==> config.mk <==
export PLATFORM = sky130hd
export DESIGN_NAME = mem_port_arbiter_flat
export DESIGN_NICKNAME = d
export VERILOG_FILES = /design/src/rtl/mem_port_arbiter_if.sv /design/src/rtl/mem_port_arbiter.sv /design/src/flat_wrapper.sv
export SDC_FILE = /design/constraint.sdc
export NUM_CORES = 1
export LEC_CHECK = 0
export ABC_AREA = 1
export CORE_AREA = 5 5 133 135
export DETAILED_ROUTE_END_ITERATION = 12
export DIE_AREA = 0 0 138 140
export PLACE_DENSITY_LB_ADDON = 0.15
export SLEW_MARGIN = 10
export SYNTH_ARGS = -nofsm -noshare
export SYNTH_HDL_FRONTEND = slang
export SYNTH_SLANG_ARGS = --single-unit
==> constraint.sdc <==
create_clock -name clk -period 2.4 [get_ports clk]
set_input_delay 0.24 -clock clk [delete_from_list [all_inputs] [get_ports clk]]
set_output_delay 0.24 -clock clk [all_outputs]
set_load 0.02 [all_outputs]
==> src/rtl/mem_port_arbiter_if.sv <==
// Requester, RAM and status signals shared between the RAM port arbiter and its clients.
interface mem_port_arbiter_if #(
   parameter int ADDR_W = 32,
   parameter int MEM_AW = 9
);
   logic              a_req;
   logic              a_we;
   logic [ADDR_W-1:0] a_addr;
   logic [31:0]       a_wdata;
   logic              a_ack;
   logic              a_err;
   logic [31:0]       a_rdata;

   logic              b_req;
   logic              b_we;
   logic [ADDR_W-1:0] b_addr;
   logic [31:0]       b_wdata;
   logic              b_ack;
   logic              b_err;
   logic [31:0]       b_rdata;

   logic              mem_en;
   logic              mem_we;
   logic [MEM_AW-1:0] mem_addr;
   logic [31:0]       mem_wdata;
   logic [31:0]       mem_rdata;

   logic              busy;
   logic              grant;

   modport slave (
      input  a_req, a_we, a_addr, a_wdata, b_req, b_we, b_addr, b_wdata, mem_rdata,
      output a_ack, a_err, a_rdata, b_ack, b_err, b_rdata,
      output mem_en, mem_we, mem_addr, mem_wdata, busy, grant
   );

   modport master (
      output a_req, a_we, a_addr, a_wdata, b_req, b_we, b_addr, b_wdata, mem_rdata,
      input  a_ack, a_err, a_rdata, b_ack, b_err, b_rdata,
      input  mem_en, mem_we, mem_addr, mem_wdata, busy, grant
   );
endinterface

==> src/rtl/mem_port_arbiter.sv <==
// Two-port arbiter in front of a single-port RAM: one access at a time, range check,
// read-latency wait and a one-cycle acknowledge back to the winning port.
//
// state | meaning
// IDLE  | sample requests, pick a winner, latch its access
// ISSUE | RAM enabled for exactly one cycle
// WAIT  | counting down the RAM read latency
// ACK   | one-cycle ack (and err) to the winner
module mem_port_arbiter #(
   parameter int ADDR_W        = 32,
   parameter int MEM_AW        = 9,
   parameter int MEM_DEPTH     = 512,
   parameter int MEM_LATENCY   = 1,
   parameter int PRIORITY_MODE = 0
) (
   input logic               clk,
   input logic               rst_n,
   mem_port_arbiter_if.slave bus
);
   typedef enum logic [1:0] {IDLE, ISSUE, WAIT, ACK} state_t;

   state_t            state, state_nxt;
   logic              last_grant, last_grant_nxt;
   logic              we_q, we_nxt;
   logic [2:0]        cnt, cnt_nxt;
   logic              a_ack_q, a_ack_nxt, b_ack_q, b_ack_nxt;
   logic              a_err_q, a_err_nxt, b_err_q, b_err_nxt;
   logic [31:0]       a_rdata_q, a_rdata_nxt, b_rdata_q, b_rdata_nxt;
   logic              mem_en_q, mem_en_nxt, mem_we_q, mem_we_nxt;
   logic [MEM_AW-1:0] mem_addr_q, mem_addr_nxt;
   logic [31:0]       mem_wdata_q, mem_wdata_nxt;
   logic              busy_q, busy_nxt;

   logic              win;
   logic              win_we;
   logic [ADDR_W-1:0] win_addr;
   logic [31:0]       win_wdata;
   logic              win_bad;

   // Round-robin favours the port opposite the last grant; fixed mode always favours A.
   always_comb begin
      win = bus.b_req;
      if (bus.a_req && bus.b_req)
         win = (PRIORITY_MODE == 1) ? 1'b0 : ~last_grant;
      win_we    = win ? bus.b_we    : bus.a_we;
      win_addr  = win ? bus.b_addr  : bus.a_addr;
      win_wdata = win ? bus.b_wdata : bus.a_wdata;
      win_bad   = win_addr >= ADDR_W'(MEM_DEPTH);
   end

   always_comb begin
      state_nxt      = state;
      last_grant_nxt = last_grant;
      we_nxt         = we_q;
      cnt_nxt        = cnt;
      a_ack_nxt      = 1'b0;
      b_ack_nxt      = 1'b0;
      a_err_nxt      = 1'b0;
      b_err_nxt      = 1'b0;
      a_rdata_nxt    = a_rdata_q;
      b_rdata_nxt    = b_rdata_q;
      mem_en_nxt     = 1'b0;
      mem_we_nxt     = 1'b0;
      mem_addr_nxt   = mem_addr_q;
      mem_wdata_nxt  = mem_wdata_q;
      case (state)
         IDLE: begin
            if (bus.a_req || bus.b_req) begin
               last_grant_nxt = win;
               we_nxt         = win_we;
               if (win_bad) begin
                  // Out-of-range access never reaches the RAM.
                  state_nxt = ACK;
                  if (win) begin
                     b_ack_nxt = 1'b1;
                     b_err_nxt = 1'b1;
                     if (!win_we) b_rdata_nxt = '0;
                  end else begin
                     a_ack_nxt = 1'b1;
                     a_err_nxt = 1'b1;
                     if (!win_we) a_rdata_nxt = '0;
                  end
               end else begin
                  state_nxt     = ISSUE;
                  mem_en_nxt    = 1'b1;
                  mem_we_nxt    = win_we;
                  mem_addr_nxt  = win_addr[MEM_AW-1:0];
                  mem_wdata_nxt = win_wdata;
               end
            end
         end
         ISSUE: begin
            if (we_q) begin
               state_nxt = ACK;
               a_ack_nxt = ~last_grant;
               b_ack_nxt = last_grant;
            end else begin
               state_nxt = WAIT;
               cnt_nxt   = 3'(MEM_LATENCY);
            end
         end
         WAIT: begin
            if (cnt == 3'd1) begin
               state_nxt = ACK;
               a_ack_nxt = ~last_grant;
               b_ack_nxt = last_grant;
               if (last_grant) b_rdata_nxt = bus.mem_rdata;
               else            a_rdata_nxt = bus.mem_rdata;
            end else begin
               cnt_nxt = cnt - 3'd1;
            end
         end
         ACK:     state_nxt = IDLE;
         default: state_nxt = IDLE;
      endcase
      busy_nxt = (state_nxt != IDLE);
   end

   always_ff @(posedge clk or negedge rst_n) begin
      if (!rst_n) begin
         state       <= IDLE;
         last_grant  <= 1'b1;
         we_q        <= 1'b0;
         cnt         <= '0;
         a_ack_q     <= 1'b0;
         b_ack_q     <= 1'b0;
         a_err_q     <= 1'b0;
         b_err_q     <= 1'b0;
         a_rdata_q   <= '0;
         b_rdata_q   <= '0;
         mem_en_q    <= 1'b0;
         mem_we_q    <= 1'b0;
         mem_addr_q  <= '0;
         mem_wdata_q <= '0;
         busy_q      <= 1'b0;
      end else begin
         state       <= state_nxt;
         last_grant  <= last_grant_nxt;
         we_q        <= we_nxt;
         cnt         <= cnt_nxt;
         a_ack_q     <= a_ack_nxt;
         b_ack_q     <= b_ack_nxt;
         a_err_q     <= a_err_nxt;
         b_err_q     <= b_err_nxt;
         a_rdata_q   <= a_rdata_nxt;
         b_rdata_q   <= b_rdata_nxt;
         mem_en_q    <= mem_en_nxt;
         mem_we_q    <= mem_we_nxt;
         mem_addr_q  <= mem_addr_nxt;
         mem_wdata_q <= mem_wdata_nxt;
         busy_q      <= busy_nxt;
      end
   end

   assign bus.a_ack     = a_ack_q;
   assign bus.b_ack     = b_ack_q;
   assign bus.a_err     = a_err_q;
   assign bus.b_err     = b_err_q;
   assign bus.a_rdata   = a_rdata_q;
   assign bus.b_rdata   = b_rdata_q;
   assign bus.mem_en    = mem_en_q;
   assign bus.mem_we    = mem_we_q;
   assign bus.mem_addr  = mem_addr_q;
   assign bus.mem_wdata = mem_wdata_q;
   assign bus.busy      = busy_q;
   assign bus.grant     = last_grant;
endmodule
==> src/flat_wrapper.sv <==
// flat-port wrapper written by rule: the top's interface ports become plain ports
module mem_port_arbiter_flat 
#(
   parameter int ADDR_W        = 32,
   parameter int MEM_AW        = 9,
   parameter int MEM_DEPTH     = 512,
   parameter int MEM_LATENCY   = 1,
   parameter int PRIORITY_MODE = 0
)
  (clk, rst_n, bus_a_req, bus_a_we, bus_a_addr, bus_a_wdata, bus_b_req, bus_b_we, bus_b_addr, bus_b_wdata, bus_mem_rdata, bus_a_ack, bus_a_err, bus_a_rdata, bus_b_ack, bus_b_err, bus_b_rdata, bus_mem_en, bus_mem_we, bus_mem_addr, bus_mem_wdata, bus_busy, bus_grant);
  mem_port_arbiter_if #(.ADDR_W(ADDR_W), .MEM_AW(MEM_AW)) bus_i ();
  input logic clk;
  input logic rst_n;
  input wire logic [$bits(bus_i.a_req)-1:0] bus_a_req;
  input wire logic [$bits(bus_i.a_we)-1:0] bus_a_we;
  input wire logic [$bits(bus_i.a_addr)-1:0] bus_a_addr;
  input wire logic [$bits(bus_i.a_wdata)-1:0] bus_a_wdata;
  input wire logic [$bits(bus_i.b_req)-1:0] bus_b_req;
  input wire logic [$bits(bus_i.b_we)-1:0] bus_b_we;
  input wire logic [$bits(bus_i.b_addr)-1:0] bus_b_addr;
  input wire logic [$bits(bus_i.b_wdata)-1:0] bus_b_wdata;
  input wire logic [$bits(bus_i.mem_rdata)-1:0] bus_mem_rdata;
  output wire logic [$bits(bus_i.a_ack)-1:0] bus_a_ack;
  output wire logic [$bits(bus_i.a_err)-1:0] bus_a_err;
  output wire logic [$bits(bus_i.a_rdata)-1:0] bus_a_rdata;
  output wire logic [$bits(bus_i.b_ack)-1:0] bus_b_ack;
  output wire logic [$bits(bus_i.b_err)-1:0] bus_b_err;
  output wire logic [$bits(bus_i.b_rdata)-1:0] bus_b_rdata;
  output wire logic [$bits(bus_i.mem_en)-1:0] bus_mem_en;
  output wire logic [$bits(bus_i.mem_we)-1:0] bus_mem_we;
  output wire logic [$bits(bus_i.mem_addr)-1:0] bus_mem_addr;
  output wire logic [$bits(bus_i.mem_wdata)-1:0] bus_mem_wdata;
  output wire logic [$bits(bus_i.busy)-1:0] bus_busy;
  output wire logic [$bits(bus_i.grant)-1:0] bus_grant;
  assign bus_i.a_req = bus_a_req;
  assign bus_i.a_we = bus_a_we;
  assign bus_i.a_addr = bus_a_addr;
  assign bus_i.a_wdata = bus_a_wdata;
  assign bus_i.b_req = bus_b_req;
  assign bus_i.b_we = bus_b_we;
  assign bus_i.b_addr = bus_b_addr;
  assign bus_i.b_wdata = bus_b_wdata;
  assign bus_i.mem_rdata = bus_mem_rdata;
  assign bus_a_ack = bus_i.a_ack;
  assign bus_a_err = bus_i.a_err;
  assign bus_a_rdata = bus_i.a_rdata;
  assign bus_b_ack = bus_i.b_ack;
  assign bus_b_err = bus_i.b_err;
  assign bus_b_rdata = bus_i.b_rdata;
  assign bus_mem_en = bus_i.mem_en;
  assign bus_mem_we = bus_i.mem_we;
  assign bus_mem_addr = bus_i.mem_addr;
  assign bus_mem_wdata = bus_i.mem_wdata;
  assign bus_busy = bus_i.busy;
  assign bus_grant = bus_i.grant;
  mem_port_arbiter #(.ADDR_W(ADDR_W), .MEM_AW(MEM_AW), .MEM_DEPTH(MEM_DEPTH), .MEM_LATENCY(MEM_LATENCY), .PRIORITY_MODE(PRIORITY_MODE)) u_core (.clk(clk), .rst_n(rst_n), .bus(bus_i));
endmodule
[After elaboration in Yosys (flattened, before gate mapping)]
Cells that the tools add are included.
Operators by class
  shift operators: 0
  multipliers: 0
  add/subtract/negate cells: 1
  div/mod/pow operators: 0
  bitwise logic cells: 2
  order comparisons: 1
  reduce and logical (&&, ||, !) cells: 11
  mux-type cells: 45
  equality and inequality tests: 14
Operator list (count)
  two-way mux 32 bit: 13
  one-hot mux 32 bit (2 select lines): 2
  >= comparator 32 x 10 -> 1 bit, second input constant: 1
  two-way mux 1 bit: 21
  AND reduction 7 bit: 2
  inequality test 2 x 1 -> 1 bit, second input constant: 5
  inequality test 2 bit, second input constant: 5
  one-hot mux 2 bit (4 select lines): 1
  two-way mux 2 bit: 3
  two-way mux 3 bit: 2
  one-hot mux 1 bit (3 select lines): 2
  one-hot mux 3 bit (2 select lines): 1
  AND reduction 3 bit: 2
  nonzero test 2 bit: 3
  == test 2 bit, second input constant: 2
  == test 3 x 1 -> 1 bit, second input constant: 1
  subtractor 3 x 1 -> 3 bit, second input constant: 1
  == test 2 x 1 -> 1 bit, second input constant: 1
  zero test 2 bit: 1
  inverter 1 bit: 2
  AND reduction 2 bit: 1
  logical AND 1 bit: 1
  logical OR 1 bit: 1
Word-level totals
  output and inout port bits: 113
  bits in latches: 0
  logic and storage cells: 89
  input bits: 166
  memories: 0
  register bits after elaboration: 119
  memory bits (read-only): 0
  bits in writable memories: 0

[Depth between registers and ports, before layout]
  word-level depth: 8
  mapped depth: 12

[Worst setup path before layout]
OpenSTA, ideal clock, no wires.
  path kind: flip-flop to flip-flop
  from: reg u_core.last_grant (netlist: u_core.bus.grant)
  to: reg u_core.a_rdata_q[10] (netlist: u_core.bus.a_rdata[10])
  arrival time: 1.633 ns
  path slack: 0.650 ns
  cell stages (with the launch flop): 10
  period minus slack after synthesis: 1.750 ns
  setup time: 0.117 ns
  required time: 2.283 ns
  cells stage by stage: dfstp_2 > nand2_1 > nand2_1 > buf_4 > a21oi_1 > a211oi_2 > nand2_2 > buf_2 > nand2_1 > nand2_1
Between the ends
  longest elaborated chain between the ends: 6
  elaborated cells between the ends (all ways): 10
RTL lines
  from (decl): RTL line mem_port_arbiter.sv:23  | logic last_grant, last_grant_nxt;
  from (signal assigned): RTL line mem_port_arbiter.sv:138  | last_grant <= last_grant_nxt;
  inverter 1 bit: RTL line mem_port_arbiter.sv:44  | win = (PRIORITY_MODE == 1) ? 1'b0 : ~last_grant;
  two-way mux 1 bit: RTL line mem_port_arbiter.sv:43  | if (bus.a_req && bus.b_req)
  two-way mux 32 bit: RTL line mem_port_arbiter.sv:46  | win_addr = win ? bus.b_addr : bus.a_addr;
  >= comparator 32 x 10 -> 1 bit: RTL line mem_port_arbiter.sv:48  | win_bad = win_addr >= ADDR_W'(MEM_DEPTH);
  inequality test 2 x 1 -> 1 bit (no line)
  AND reduction 7 bit (no line) *
  to (signal assigned): RTL line mem_port_arbiter.sv:145  | a_rdata_q <= a_rdata_nxt;
  to (decl): RTL line mem_port_arbiter.sv:28  | logic [31:0] a_rdata_q, a_rdata_nxt, b_rdata_q, b_rdata_nxt;
Mark *: on every way between the ends. The rest lies on a longest branch, timed or not.
A chain may end at the register's enable or synchronous reset.

[Worst setup path in the final report]
  from: reg u_core.state[0]
  to: reg u_core.a_rdata_q[30] (netlist: u_core.bus.a_rdata[30])
Between the ends
  longest elaborated chain between the ends: 3
  elaborated cells between the ends (all ways): 11
RTL lines
  from (decl): RTL line mem_port_arbiter.sv:22  | state_t state, state_nxt;
  from (signal assigned): RTL line mem_port_arbiter.sv:137  | state <= state_nxt;
  == test 2 bit or zero test 2 bit (tied branches): RTL line mem_port_arbiter.sv:66  | case (state)
  inequality test 2 bit (no line) (tied with other cells)
  AND reduction 7 bit (no line)
Parallel ways exist; a longest one is shown, timed or not.

==> run_results.csv <==
group,metric,value,unit
floorplan,ios,279,
cells_and_area,layout_common_cells,"clkdlybuf4s50_1 (277), nand2_1 (227), dfrtp_1 (118)",
outcome,outcome,"finished, final reports clean",
routing,wirelength,17500,um
sta,final_max_slew_viol_count,0,
sta,skew,0.0113,ns
synthesis,muxShareOfSynthArea,7.27,%
sta,post-route-min-period,2.01,ns
sta,finalSetupViolations,0,
clocking,post_cts_resize_count,0,
synthesis,synthXorXnorAreaFrac,0,%
global_route,grt_pass1_wl,27600,um
synthesis,synth.avg_cell_area,8.47,um^2
routing,routedWlPerCell,14.9,um
global_route,antenna_found_initial,0,
clocking,hold_buffers,1,
sta,tightest_slew,0.731,ns
cells_and_area,final_util,56.5,%
synthesis,ys_ff_latch,119,
synthesis,ys_seq_area_share,52.8,%
sta,fin_crit_sh,83.7,%
sta,tns,0,ns
pwr,ir_worst_vdd,0.898,mV
routing,post-route-drc-count,0,
synthesis,ys_types,25,
cells_and_area,multi_input_area,0.00220,mm^2
global_route,grt_overflow,0,
cells_and_area,nets,1114,
synthesis,syn_inst,666,
placed_design,io_buffer_count,278,
placed_design,hpwlAfterDp,13300,um
global_route,grt_max_degree,84,
clocking,post-cts-setup-buffers,0,
sta,hold_viol,0,
synthesis,synth_nets,838,
clocking,clk_pin_slew,0.06,ns
pwr,powerDensity,956,mW/mm^2
setup_path,critPathRequiredTime,2.75,ns
synthesis,yosys_warnings,0,
routing,ant_nets,0,
clocking,clk-insertion-delay-late,0.42,ns
setup_path,path_class,"reg -> reg",
routing,vias,5179,
placed_design,gp_congestion,0.797,
cells_and_area,antenna_cells,0,
cells_and_area,layout-drive-gt1-share,6.08,%
setup_path,worstPathArrival,2.36,ns
floorplan,fp.dieArea,0.0193,mm^2
setup_path,worstSetupEndpointType,"register",
cells_and_area,regArea,0.00298,mm^2
routing,viasPerCell,4.41,
job,drv_cap,0,
cells_and_area,area_delta_synth_final,63.8,%
clocking,cts.sinks,119,
clocking,cts_tree,"yes",
setup_path,cp_max_fo,26,
floorplan,dieWidth,138,um
clocking,cts_max_path_buffers,2,
global_route,grt_pass1_vias,5174,
routing,dr.pass1.iters,4,
routing,drtIter0Drc,195,
pwr,p_leak,0.00465,uW
floorplan,rows,47,
cells_and_area,nFillCells,1564,
global_route,groute.usage.overall,18.0,%
sta,timing.slew.headroom,51.3,%
sta,rsz0062_at_grt,"no",
clocking,numCtsBuffers,17,
synthesis,synth_top_family_by_area,"simple AND/OR/NAND/NOR gates",
clocking,clockRootBuffer,"clkbuf_16",
synthesis,synth-simple-area-share,24.7,%
floorplan,core,0.0163,mm^2
cells_and_area,layout_commonest_cell,"clkdlybuf4s50_1",
setup_path,cp-start-kind,"register",
floorplan,fp.dieH,140,um
hold_path,hold_class,"in -> async",
floorplan,start_util,34.5,%
synthesis,synthAdderAreaFrac,1.33,%
clocking,htreeDepth,4,
synthesis,synth_compound_area_share,5.41,%
synthesis,syn_area,0.00564,mm^2
pwr,p_total,8830,uW
sta,fmax,498,MHz
## cells in the mapped netlist
cell type	instances	area (um^2)
o21ai_0	8	40.0
dfrtp_1	118	2950
ha_1	6	75.1
dfstp_2	1	26.3
nand2_1	229	860
buf_2	17	85.1
buf_4	5	37.5
inv_1	66	248
o22ai_1	2	12.5
a211oi_2	1	12.5
nand2_2	4	25.0
o21ai_1	41	205
nand3_1	69	345
buf_6	7	78.8
a21oi_1	7	35.0
nor2_1	26	97.6
or2_2	1	6.26
buf_1	6	22.5
nor3_2	1	10.0
and2_1	2	12.5
mux2i_1	41	410
clkbuf_1	2	7.51
inv_2	1	3.75
nand4_1	4	25.0
nand3_2	1	10.0
## sequential cells by signal (all words and copies together), names as in the netlist
signal and count:
u_core.bus.mem_we 1, u_core.bus.mem_wdata 32, u_core.bus.grant 1, u_core.bus.a_rdata 32
u_core.state 2, u_core.bus.busy 1, u_core.bus.mem_en 1, u_core.bus.b_rdata 32
u_core.bus.b_err 1, u_core.bus.a_ack 1, u_core.bus.mem_addr 9, u_core.bus.a_err 1
u_core.we_q 1, u_core.bus.b_ack 1, u_core.cnt 3
## kinds of logic (layout without fill, tap and decap cells)
kind of cell,after synthesis,in the layout
buffers and inverters,104,392
AOI/OAI and AO/OA,59,59
muxes,41,41
adders and majority gates,6,6
and+or+nand+nor,337,337
DFF,119,119
## area by class of cell
type                            count  share of cell area (%)
Clock buffer                       21                    4.98
Tap cell                          220                    2.98
Sequential cell                   119                    32.2
Timing Repair Buffer              294                    31.9
Multi-Input combinational cell    443                    23.8
Clock inverter                     10                    1.38
Inverter                           67                    2.72
## final timing paths
path / slack, ns / start / cells after the start / to
min: 0.24 / rst_n / 2 / u_core.bus.mem_we
min in group clk: 0.46 / bus_b_addr[8] / 3 / u_core.bus.mem_addr[8]
min reg2reg: 0.47 / u_core.bus.a_rdata[2] / 2 / u_core.bus.a_rdata[2]
max in group asynchronous: 1.41 / rst_n / 3 / u_core.bus.b_rdata[28]
max: 0.39 / u_core.state[0] / 9 / u_core.bus.a_rdata[30]
max reg2reg: 0.39 / u_core.state[0] / 9 / u_core.bus.a_rdata[30]
## metal layers
layer	part of all wire, %	global-route usage, %	routed length, um	vias up
li1	-	-	-	2660
met3	8.2	7.63	1440	19
met2	50	31.2	8710	177
met1	40	20.1	7090	2323
met5	0	0	0	-
met4	1.8	5.46	310	0
## power breakdown
part / internal [uW] / switching [uW] / total, uW
logic: 1460 / 2280 / 3740
clock network: 1670 / 877 / 2540
registers: 2360 / 192 / 2550
total: 5490 / 3350 / 8830
## stage by stage
step	worst slack [ns]	std cells	cell area, um^2	hold slack, ns
global placement	0.297	1142	8650	0.128
finish	0.392	1174	9240	0.241
CTS	0.382	1174	9240	0.245
detailed placement	0.283	1142	8650	0.132
floorplan	0.650	666	5640	-0.0556
global route	0.200	1174	9240	0.248
## critical path, stage by stage (launching register included)
cell and delay (ns):
dfrtp_1 0.41, inv_1 0.12, ha_1 0.26, inv_2 0.09
nor2_1 0.17, nand3_2 0.12, nand2_2 0.24, buf_4 0.32
nand3_1 0.12, nand2_1 0.09
(Power assumes the default switching activity.)
